===== config.mk =====
export PLATFORM = sky130hd
export DESIGN_NAME = rv_decode_stage_flat
export DESIGN_NICKNAME = d
export VERILOG_FILES = /design/src/rtl/rv_decode_stage_if.sv /design/src/rtl/rv_decode_stage.sv /design/src/flat_wrapper.sv
export SDC_FILE = /design/constraint.sdc
export NUM_CORES = 1
export LEC_CHECK = 0
export CAP_MARGIN = 10
export CORE_UTILIZATION = 53
export CTS_CLUSTER_SIZE = 8
export DETAILED_ROUTE_END_ITERATION = 6
export PLACE_DENSITY = 0.78
export SYNTH_ARGS = -nofsm -noshare
export SYNTH_HDL_FRONTEND = slang
export SYNTH_SLANG_ARGS = --single-unit

===== constraint.sdc =====
create_clock -name clk -period 9.57 [get_ports clk]
set_input_delay 2.3925 -clock clk [delete_from_list [all_inputs] [get_ports clk]]
set_output_delay 2.3925 -clock clk [all_outputs]
set_load 0.01 [all_outputs]

===== src/rtl/rv_decode_stage_if.sv =====
// Handshake and decoded-instruction bus for the RV32I decode stage.
// master: fetch/consumer side (drives in_*, flush, out_ready).
// slave:  decode stage (drives in_ready and all out_* fields).
interface rv_decode_stage_if #(
    parameter int unsigned WIDTH = 32
);
    logic             in_valid;
    logic             in_ready;
    logic [31:0]      in_instr;
    logic [31:0]      in_pc;
    logic             flush;
    logic             out_valid;
    logic             out_ready;
    logic [5:0]       out_op;
    logic [4:0]       out_rs1;
    logic [4:0]       out_rs2;
    logic [4:0]       out_rd;
    logic [WIDTH-1:0] out_imm;
    logic [4:0]       out_shamt;
    logic [31:0]      out_pc;
    logic             out_illegal;

    modport master (
        output in_valid, in_instr, in_pc, flush, out_ready,
        input  in_ready, out_valid, out_op, out_rs1, out_rs2, out_rd,
               out_imm, out_shamt, out_pc, out_illegal
    );

    modport slave (
        input  in_valid, in_instr, in_pc, flush, out_ready,
        output in_ready, out_valid, out_op, out_rs1, out_rs2, out_rd,
               out_imm, out_shamt, out_pc, out_illegal
    );
endinterface


===== src/rtl/rv_decode_stage.sv =====
// RV32I decode stage: decodes raw instruction words into op code, register
// indices, sign-extended immediate and shift amount, behind a two-entry skid
// buffer so one instruction per cycle is sustained under backpressure.
// Ports: clk, rst (async, active-high), bus (rv_decode_stage_if.slave):
//   in_valid/in_ready/in_instr/in_pc/flush from fetch,
//   out_valid/out_ready/out_op/out_rs1/out_rs2/out_rd/out_imm/out_shamt/
//   out_pc/out_illegal to the ALU / register file.
module rv_decode_stage #(
    parameter int unsigned WIDTH = 32
) (
    input  logic                clk,
    input  logic                rst,
    rv_decode_stage_if.slave    bus
);
    localparam int unsigned XLEN = 32;
    localparam int unsigned OPW  = 6;
    localparam int unsigned RW   = 5;

    typedef enum logic [OPW-1:0] {
        OP_NONE  = 6'd0,  OP_LUI   = 6'd1,  OP_AUIPC = 6'd2,  OP_JAL   = 6'd3,
        OP_JALR  = 6'd4,  OP_BEQ   = 6'd5,  OP_BNE   = 6'd6,  OP_BLT   = 6'd7,
        OP_BGE   = 6'd8,  OP_BLTU  = 6'd9,  OP_BGEU  = 6'd10, OP_LB    = 6'd11,
        OP_LH    = 6'd12, OP_LW    = 6'd13, OP_LBU   = 6'd14, OP_LHU   = 6'd15,
        OP_SB    = 6'd16, OP_SH    = 6'd17, OP_SW    = 6'd18, OP_ADDI  = 6'd19,
        OP_SLTI  = 6'd20, OP_SLTIU = 6'd21, OP_XORI  = 6'd22, OP_ORI   = 6'd23,
        OP_ANDI  = 6'd24, OP_SLLI  = 6'd25, OP_SRLI  = 6'd26, OP_SRAI  = 6'd27,
        OP_ADD   = 6'd28, OP_SUB   = 6'd29, OP_SLL   = 6'd30, OP_SLT   = 6'd31,
        OP_SLTU  = 6'd32, OP_XOR   = 6'd33, OP_SRL   = 6'd34, OP_SRA   = 6'd35,
        OP_OR    = 6'd36, OP_AND   = 6'd37
    } op_e;

    typedef enum logic [2:0] {
        FMT_R, FMT_I, FMT_ISH, FMT_S, FMT_B, FMT_U, FMT_J
    } fmt_e;

    typedef enum logic [1:0] {
        EMPTY, ONE, TWO
    } state_e;

    typedef struct packed {
        logic [OPW-1:0]   op;
        logic [RW-1:0]    rs1;
        logic [RW-1:0]    rs2;
        logic [RW-1:0]    rd;
        logic [WIDTH-1:0] imm;
        logic [RW-1:0]    shamt;
        logic [XLEN-1:0]  pc;
        logic             illegal;
    } dec_t;

    localparam logic [6:0] OPC_LUI    = 7'b0110111;
    localparam logic [6:0] OPC_AUIPC  = 7'b0010111;
    localparam logic [6:0] OPC_JAL    = 7'b1101111;
    localparam logic [6:0] OPC_JALR   = 7'b1100111;
    localparam logic [6:0] OPC_BRANCH = 7'b1100011;
    localparam logic [6:0] OPC_LOAD   = 7'b0000011;
    localparam logic [6:0] OPC_STORE  = 7'b0100011;
    localparam logic [6:0] OPC_OPIMM  = 7'b0010011;
    localparam logic [6:0] OPC_OP     = 7'b0110011;

    localparam logic [6:0] F7_BASE = 7'b0000000;
    localparam logic [6:0] F7_ALT  = 7'b0100000;

    logic [XLEN-1:0] instr;
    logic [6:0]      opcode;
    logic [2:0]      funct3;
    logic [6:0]      funct7;
    logic [XLEN-1:0] imm_i;
    logic [XLEN-1:0] imm_s;
    logic [XLEN-1:0] imm_b;
    logic [XLEN-1:0] imm_u;
    logic [XLEN-1:0] imm_j;

    op_e    op;
    fmt_e   fmt;
    dec_t   dec;
    dec_t   main_q;
    dec_t   skid_q;
    state_e state;
    logic   out_valid_q;
    logic   in_ready_q;
    logic   acc;
    logic   take;

    assign instr  = bus.in_instr;
    assign opcode = instr[6:0];
    assign funct3 = instr[14:12];
    assign funct7 = instr[31:25];

    // Raw RV32I immediates, already sign-extended from bit 31 to 32 bits
    assign imm_i = {{20{instr[31]}}, instr[31:20]};
    assign imm_s = {{20{instr[31]}}, instr[31:25], instr[11:7]};
    assign imm_b = {{19{instr[31]}}, instr[31], instr[7], instr[30:25], instr[11:8], 1'b0};
    assign imm_u = {instr[31:12], 12'b0};
    assign imm_j = {{11{instr[31]}}, instr[31], instr[19:12], instr[20], instr[30:21], 1'b0};

    // Operation and format selection from opcode/funct3/funct7
    always_comb begin
        op  = OP_NONE;
        fmt = FMT_R;
        case (opcode)
            OPC_LUI:   begin op = OP_LUI;   fmt = FMT_U; end
            OPC_AUIPC: begin op = OP_AUIPC; fmt = FMT_U; end
            OPC_JAL:   begin op = OP_JAL;   fmt = FMT_J; end
            OPC_JALR: begin
                fmt = FMT_I;
                if (funct3 == 3'b000) op = OP_JALR;
            end
            OPC_BRANCH: begin
                fmt = FMT_B;
                case (funct3)
                    3'b000:  op = OP_BEQ;
                    3'b001:  op = OP_BNE;
                    3'b100:  op = OP_BLT;
                    3'b101:  op = OP_BGE;
                    3'b110:  op = OP_BLTU;
                    3'b111:  op = OP_BGEU;
                    default: op = OP_NONE;
                endcase
            end
            OPC_LOAD: begin
                fmt = FMT_I;
                case (funct3)
                    3'b000:  op = OP_LB;
                    3'b001:  op = OP_LH;
                    3'b010:  op = OP_LW;
                    3'b100:  op = OP_LBU;
                    3'b101:  op = OP_LHU;
                    default: op = OP_NONE;
                endcase
            end
            OPC_STORE: begin
                fmt = FMT_S;
                case (funct3)
                    3'b000:  op = OP_SB;
                    3'b001:  op = OP_SH;
                    3'b010:  op = OP_SW;
                    default: op = OP_NONE;
                endcase
            end
            OPC_OPIMM: begin
                fmt = FMT_I;
                case (funct3)
                    3'b000: op = OP_ADDI;
                    3'b010: op = OP_SLTI;
                    3'b011: op = OP_SLTIU;
                    3'b100: op = OP_XORI;
                    3'b110: op = OP_ORI;
                    3'b111: op = OP_ANDI;
                    3'b001: begin
                        fmt = FMT_ISH;
                        if (funct7 == F7_BASE) op = OP_SLLI;
                    end
                    3'b101: begin
                        fmt = FMT_ISH;
                        if (funct7 == F7_BASE)     op = OP_SRLI;
                        else if (funct7 == F7_ALT) op = OP_SRAI;
                    end
                    default: op = OP_NONE;
                endcase
            end
            OPC_OP: begin
                fmt = FMT_R;
                case ({funct7, funct3})
                    {F7_BASE, 3'b000}: op = OP_ADD;
                    {F7_ALT,  3'b000}: op = OP_SUB;
                    {F7_BASE, 3'b001}: op = OP_SLL;
                    {F7_BASE, 3'b010}: op = OP_SLT;
                    {F7_BASE, 3'b011}: op = OP_SLTU;
                    {F7_BASE, 3'b100}: op = OP_XOR;
                    {F7_BASE, 3'b101}: op = OP_SRL;
                    {F7_ALT,  3'b101}: op = OP_SRA;
                    {F7_BASE, 3'b110}: op = OP_OR;
                    {F7_BASE, 3'b111}: op = OP_AND;
                    default:           op = OP_NONE;
                endcase
            end
            default: op = OP_NONE;
        endcase
    end

    // Field assembly; fields absent from the format (or an illegal word) stay 0
    always_comb begin
        dec    = '0;
        dec.pc = bus.in_pc;
        if (op == OP_NONE) begin
            dec.illegal = 1'b1;
        end else begin
            dec.op = op;
            case (fmt)
                FMT_R: begin
                    dec.rs1 = instr[19:15];
                    dec.rs2 = instr[24:20];
                    dec.rd  = instr[11:7];
                end
                FMT_I, FMT_ISH: begin
                    dec.rs1 = instr[19:15];
                    dec.rd  = instr[11:7];
                    dec.imm = WIDTH'($signed(imm_i));
                    if (fmt == FMT_ISH) dec.shamt = instr[24:20];
                end
                FMT_S: begin
                    dec.rs1 = instr[19:15];
                    dec.rs2 = instr[24:20];
                    dec.imm = WIDTH'($signed(imm_s));
                end
                FMT_B: begin
                    dec.rs1 = instr[19:15];
                    dec.rs2 = instr[24:20];
                    dec.imm = WIDTH'($signed(imm_b));
                end
                FMT_U: begin
                    dec.rd  = instr[11:7];
                    dec.imm = WIDTH'($signed(imm_u));
                end
                FMT_J: begin
                    dec.rd  = instr[11:7];
                    dec.imm = WIDTH'($signed(imm_j));
                end
                default: dec = '0;
            endcase
        end
    end

    assign acc  = bus.in_valid & in_ready_q;
    assign take = out_valid_q & bus.out_ready;

    // Skid-buffer FSM; out_valid/in_ready are registered decodes of the next state
    always_ff @(posedge clk or posedge rst) begin
        if (rst) begin
            state       <= EMPTY;
            main_q      <= '0;
            skid_q      <= '0;
            out_valid_q <= 1'b0;
            in_ready_q  <= 1'b1;
        end else if (bus.flush) begin
            state       <= EMPTY;
            out_valid_q <= 1'b0;
            in_ready_q  <= 1'b1;
        end else begin
            case (state)
                EMPTY: begin
                    if (acc) begin
                        main_q      <= dec;
                        state       <= ONE;
                        out_valid_q <= 1'b1;
                    end
                end
                ONE: begin
                    if (acc && !take) begin
                        skid_q     <= dec;
                        state      <= TWO;
                        in_ready_q <= 1'b0;
                    end else if (acc && take) begin
                        main_q <= dec;
                    end else if (take) begin
                        state       <= EMPTY;
                        out_valid_q <= 1'b0;
                    end
                end
                TWO: begin
                    if (take) begin
                        main_q     <= skid_q;
                        state      <= ONE;
                        in_ready_q <= 1'b1;
                    end
                end
                default: begin
                    state       <= EMPTY;
                    out_valid_q <= 1'b0;
                    in_ready_q  <= 1'b1;
                end
            endcase
        end
    end

    assign bus.in_ready    = in_ready_q;
    assign bus.out_valid   = out_valid_q;
    assign bus.out_op      = main_q.op;
    assign bus.out_rs1     = main_q.rs1;
    assign bus.out_rs2     = main_q.rs2;
    assign bus.out_rd      = main_q.rd;
    assign bus.out_imm     = main_q.imm;
    assign bus.out_shamt   = main_q.shamt;
    assign bus.out_pc      = main_q.pc;
    assign bus.out_illegal = main_q.illegal;
endmodule


===== src/flat_wrapper.sv =====
// flat-port wrapper written by rule: the top's interface ports become plain ports
module rv_decode_stage_flat 
#(
    parameter int unsigned WIDTH = 32
)
  (clk, rst, bus_in_valid, bus_in_instr, bus_in_pc, bus_flush, bus_out_ready, bus_in_ready, bus_out_valid, bus_out_op, bus_out_rs1, bus_out_rs2, bus_out_rd, bus_out_imm, bus_out_shamt, bus_out_pc, bus_out_illegal);
  rv_decode_stage_if #(.WIDTH(WIDTH)) bus_i ();
  input  logic clk;
  input  logic rst;
  input wire logic [$bits(bus_i.in_valid)-1:0] bus_in_valid;
  input wire logic [$bits(bus_i.in_instr)-1:0] bus_in_instr;
  input wire logic [$bits(bus_i.in_pc)-1:0] bus_in_pc;
  input wire logic [$bits(bus_i.flush)-1:0] bus_flush;
  input wire logic [$bits(bus_i.out_ready)-1:0] bus_out_ready;
  output wire logic [$bits(bus_i.in_ready)-1:0] bus_in_ready;
  output wire logic [$bits(bus_i.out_valid)-1:0] bus_out_valid;
  output wire logic [$bits(bus_i.out_op)-1:0] bus_out_op;
  output wire logic [$bits(bus_i.out_rs1)-1:0] bus_out_rs1;
  output wire logic [$bits(bus_i.out_rs2)-1:0] bus_out_rs2;
  output wire logic [$bits(bus_i.out_rd)-1:0] bus_out_rd;
  output wire logic [$bits(bus_i.out_imm)-1:0] bus_out_imm;
  output wire logic [$bits(bus_i.out_shamt)-1:0] bus_out_shamt;
  output wire logic [$bits(bus_i.out_pc)-1:0] bus_out_pc;
  output wire logic [$bits(bus_i.out_illegal)-1:0] bus_out_illegal;
  assign bus_i.in_valid = bus_in_valid;
  assign bus_i.in_instr = bus_in_instr;
  assign bus_i.in_pc = bus_in_pc;
  assign bus_i.flush = bus_flush;
  assign bus_i.out_ready = bus_out_ready;
  assign bus_in_ready = bus_i.in_ready;
  assign bus_out_valid = bus_i.out_valid;
  assign bus_out_op = bus_i.out_op;
  assign bus_out_rs1 = bus_i.out_rs1;
  assign bus_out_rs2 = bus_i.out_rs2;
  assign bus_out_rd = bus_i.out_rd;
  assign bus_out_imm = bus_i.out_imm;
  assign bus_out_shamt = bus_i.out_shamt;
  assign bus_out_pc = bus_i.out_pc;
  assign bus_out_illegal = bus_i.out_illegal;
  rv_decode_stage #(.WIDTH(WIDTH)) u_core (.clk(clk), .rst(rst), .bus(bus_i));
endmodule

==> results.md <==
* Hold depth at 2
* Number of cell rows at 47
* Final ANT Viol Nets at 0
* Worst-path fanout max at 106
* Iteration-0 DRC Markers at 985
* Proportion of synthesized area in mux cells at 0.00361
* Arr. time, crit path at 5.82 ns
* Register area share after synthesis at 0.517
* Root Buffer: clkbuf_16
* Die height at 132 um
* Initial antenna violation count at 0
* Worst-Margin Slew at 1.18 ns
* Reg2reg setup slack at 6.60 ns
* Final worst path period need at 5.50 ns
* Worst Hold Launch: u_core.skid_q[39]$_DFFE_PP0P_
* Final setup fails at 0
* Layout cell share with drive strength beyond 1 at 0.0519
* Vias in the first global route at 7662
* Global route overflow at 0
* TritonRoute pass-1 iters at 6
* Synth Area in XOR/XNOR at 0.00194
* Largest net degree at the start of global routing at 124
* Number of max-cap violations at 0
* Pleak at 4.93 nW
* Adder-cell share of the synthesized area at 0.00111
* Routed len/inst at 17.7 um
* WHS at 0.470 ns
* Syn_nets at 1113
* Synth Area in Simple Gates at 0.236
* Setup Crit Path Kind: in -> reg
* TritonCTS Sinks at 186
* Endpoint, Worst Hold: u_core.skid_q[39]$_DFFE_PP0P_
* Setup Buffers After CTS at 0
* Gate Count Post-Synth at 1044
* Ys Warns at 0
* Gpl congestion at 0.964
* IO Count at 162
* CP startpoint kind: primary input
* Die W at 132 um
* RSZ-0062 raised after global routing: no
* Dpl cell area at 10600 sq um
* DP HPWL at 15.1 mm
* Asr flop ratio synth at 1.00
* Post-route design area at 11200 sq um
* Fin. Hold Viols at 0
* Most frequent cells in the layout: 272 x nand2_1, 185 x dfrtp_1, 161 x clkdlybuf4s50_1, 92 x a21oi_1, 65 x o31ai_1
* Met2 wire length at 11.8 mm
* Clk_skew at 0.00961 ns
* Core Region at 16600 sq um
* CP Capture Type: flip-flop
* Netlist cell types at 57
* Pwr Total at 0.00224 W
* R2R depth at 7
* Area Growth Syn to Fin at 24.7%
* Number of flops mapped to enable cells by yosys at 0
* Diode count at 0
* Clock transition at path regs at 0.07 ns
* Worst R2R Start: u_core.bus.in_ready$_DFFE_PP1P_
* Total number of vias at 8143
* Post-synth top area cell: dfrtp_1
* Final period utilization at 0.575
* Most common cell after layout, fill and taps aside: nand2_1
* Data required time of the critical path at 9.89 ns
* Fill cells at 1346
* Post-synthesis compound-gate area fraction at 0.194
* # resized after CTS at 0
* Gr usage total at 0.288
* Worst rel slew slack at 0.210
* Hold-fix buffers, CTS at 0
* Fin. max-slew vios at 0
* Maximum clock rate at 182 MHz
* Routed wire length at 24.4 mm
* H-tree depth at 4
* Synth top area share at 0.514
* Synthesized cell area at 9010 sq um
* Top layer in use: met4
* Commonest register cell after synthesis: dfrtp_1
* Total negative setup slack at 0 ns
* Clock latency at the later pin of the worst-skew pair at 0.44 ns
* Initial Util at 0.543
* Finished Core Util at 0.677
* DR DRC count at 0
* HP Class: reg -> reg
* Register area at 4660 sq um
* WL met1 at 10.5 mm
* Max clock buf depth at 2
* Routed length on met3 at 1.69 mm
* Post-DR vias/cell at 5.91
* Largest family of logic cells by synthesized area: simple AND/OR/NAND/NOR gates
* Peak VDD IR at 0.000140 V
* Post-synthesis register bit count at 186
* Avg Cell Area, Syn at 8.63 sq um
* PD cells at 199 nW/um^2
* Reg2reg end: u_core.bus.out_rs2[2]$_DFFE_PP0P_
* Fin nets at 1213
* Port Buffers at 161
* Largest cells by area after synthesis: dfrtp_1 51%, nand2_1 11%, o31ai_1 5.4%
* CTS buffer count at 17
* Status: finished clean
* Global-route wire length before repair at 39.9 mm
* TritonCTS clock tree: built
* Die area at 17500 sq um
* Area of the multi-input gates at 3970 sq um
-- per-layer routing --
metal,vias to the layer above,track usage
met5,-,0
met4,0,0.0868
met3,29,0.0554
met2,327,0.459
met1,3944,0.400
li1,3843,-
-- cells in the mapped netlist (2+ instances only) --
master / number
and3_1: 58
nand3_1: 23
or2_2: 2
nor3_1: 8
a22oi_1: 6
nand2_1: 272
and3b_1: 2
nor4_2: 2
a21oi_1: 93
a211oi_1: 4
o41ai_1: 10
o31ai_1: 65
nand3b_1: 4
nor2_1: 61
clkbuf_1: 65
o21a_1: 2
dfrtp_1: 185
nor2b_1: 6
clkbuf_2: 3
nand4_1: 11
a31oi_1: 37
o21ai_0: 48
nand2b_1: 7
buf_2: 15
inv_1: 9
nor4_1: 2
buf_1: 2
and2_1: 3
mux2_2: 2
buf_4: 4
o21ai_1: 5
a21o_1: 2
o21bai_1: 2
-- kinds of logic (layout without fill, tap and decap cells) --
family,count (synthesis),count (layout)
multiplexers,3,3
buffers and inverters,99,212
flip-flops,186,186
adder cells (fa/ha/maj),1,1
AO/OA/AOI/OAI,283,283
AND/OR/NAND/NOR,470,470
XOR/XNOR,2,2
-- area by class of cell --
cell class / instances / share of cell area
inverter: 9 / 0.00345
multi-input combinational: 759 / 0.353
clock inverter: 15 / 0.0165
clock buffer: 17 / 0.0379
sequential: 186 / 0.414
timing repair buffer: 171 / 0.150
tap: 220 / 0.0245
-- how the worst max path moves through the flow --
| stage | cells past startpoint | startpoint | end | slack (ns) |
|---|---|---|---|---|
| CTS | 9 | bus_in_instr[13] | u_core.skid_q[78]$_DFFE_PP0P_ | 4.14 |
| floorplan | 1 | rst | u_core.bus.out_illegal$_DFFE_PP0P_ | 2.12 |
| global placement | 9 | bus_in_instr[13] | u_core.skid_q[80]$_DFFE_PP0P_ | 3.75 |
| global route | 9 | bus_in_instr[13] | u_core.bus.out_imm[7]$_DFFE_PP0P_ | 3.88 |
| finish | 9 | bus_in_instr[6] | u_core.bus.out_rs1[1]$_DFFE_PP0P_ | 4.07 |
| detailed placement | 9 | bus_in_instr[13] | u_core.skid_q[33]$_DFFE_PP0P_ | 3.68 |
-- where the power goes --
group          total (W)  internal, W  switching (W)
Combinational   0.000499     0.000229       0.000270
Sequential       0.00101     0.000931      0.0000804
Clock           0.000727     0.000396       0.000331
Total            0.00224      0.00156       0.000682
-- stage by stage --
stage	worst slack, ns	std cells
floorplan	2.12	1044
global placement	3.75	1345
detailed placement	3.68	1345
CTS	4.14	1377
global route	3.88	1377
finish	4.07	1377
-- critical path: stages --
cell and delay, ns:
clkdlybuf4s50_1 0.88, nand3b_1 0.36, o32a_1 0.25, nor4b_1 0.57, a211oi_1 0.17, nand2_1 0.15
nor3_4 0.05, buf_4 0.41, o41ai_1 0.50
-- state kept, by name (all words and copies together) (netlist names), 2 cells and up --
name,cells
u_core.bus.out_imm,32
u_core.bus.out_op,6
u_core.bus.out_pc,32
u_core.bus.out_rd,5
u_core.bus.out_rs1,5
u_core.bus.out_rs2,5
u_core.bus.out_shamt,5
u_core.skid_q,91
u_core.state,2
Note: power is estimated with default switching activity, not from simulation.
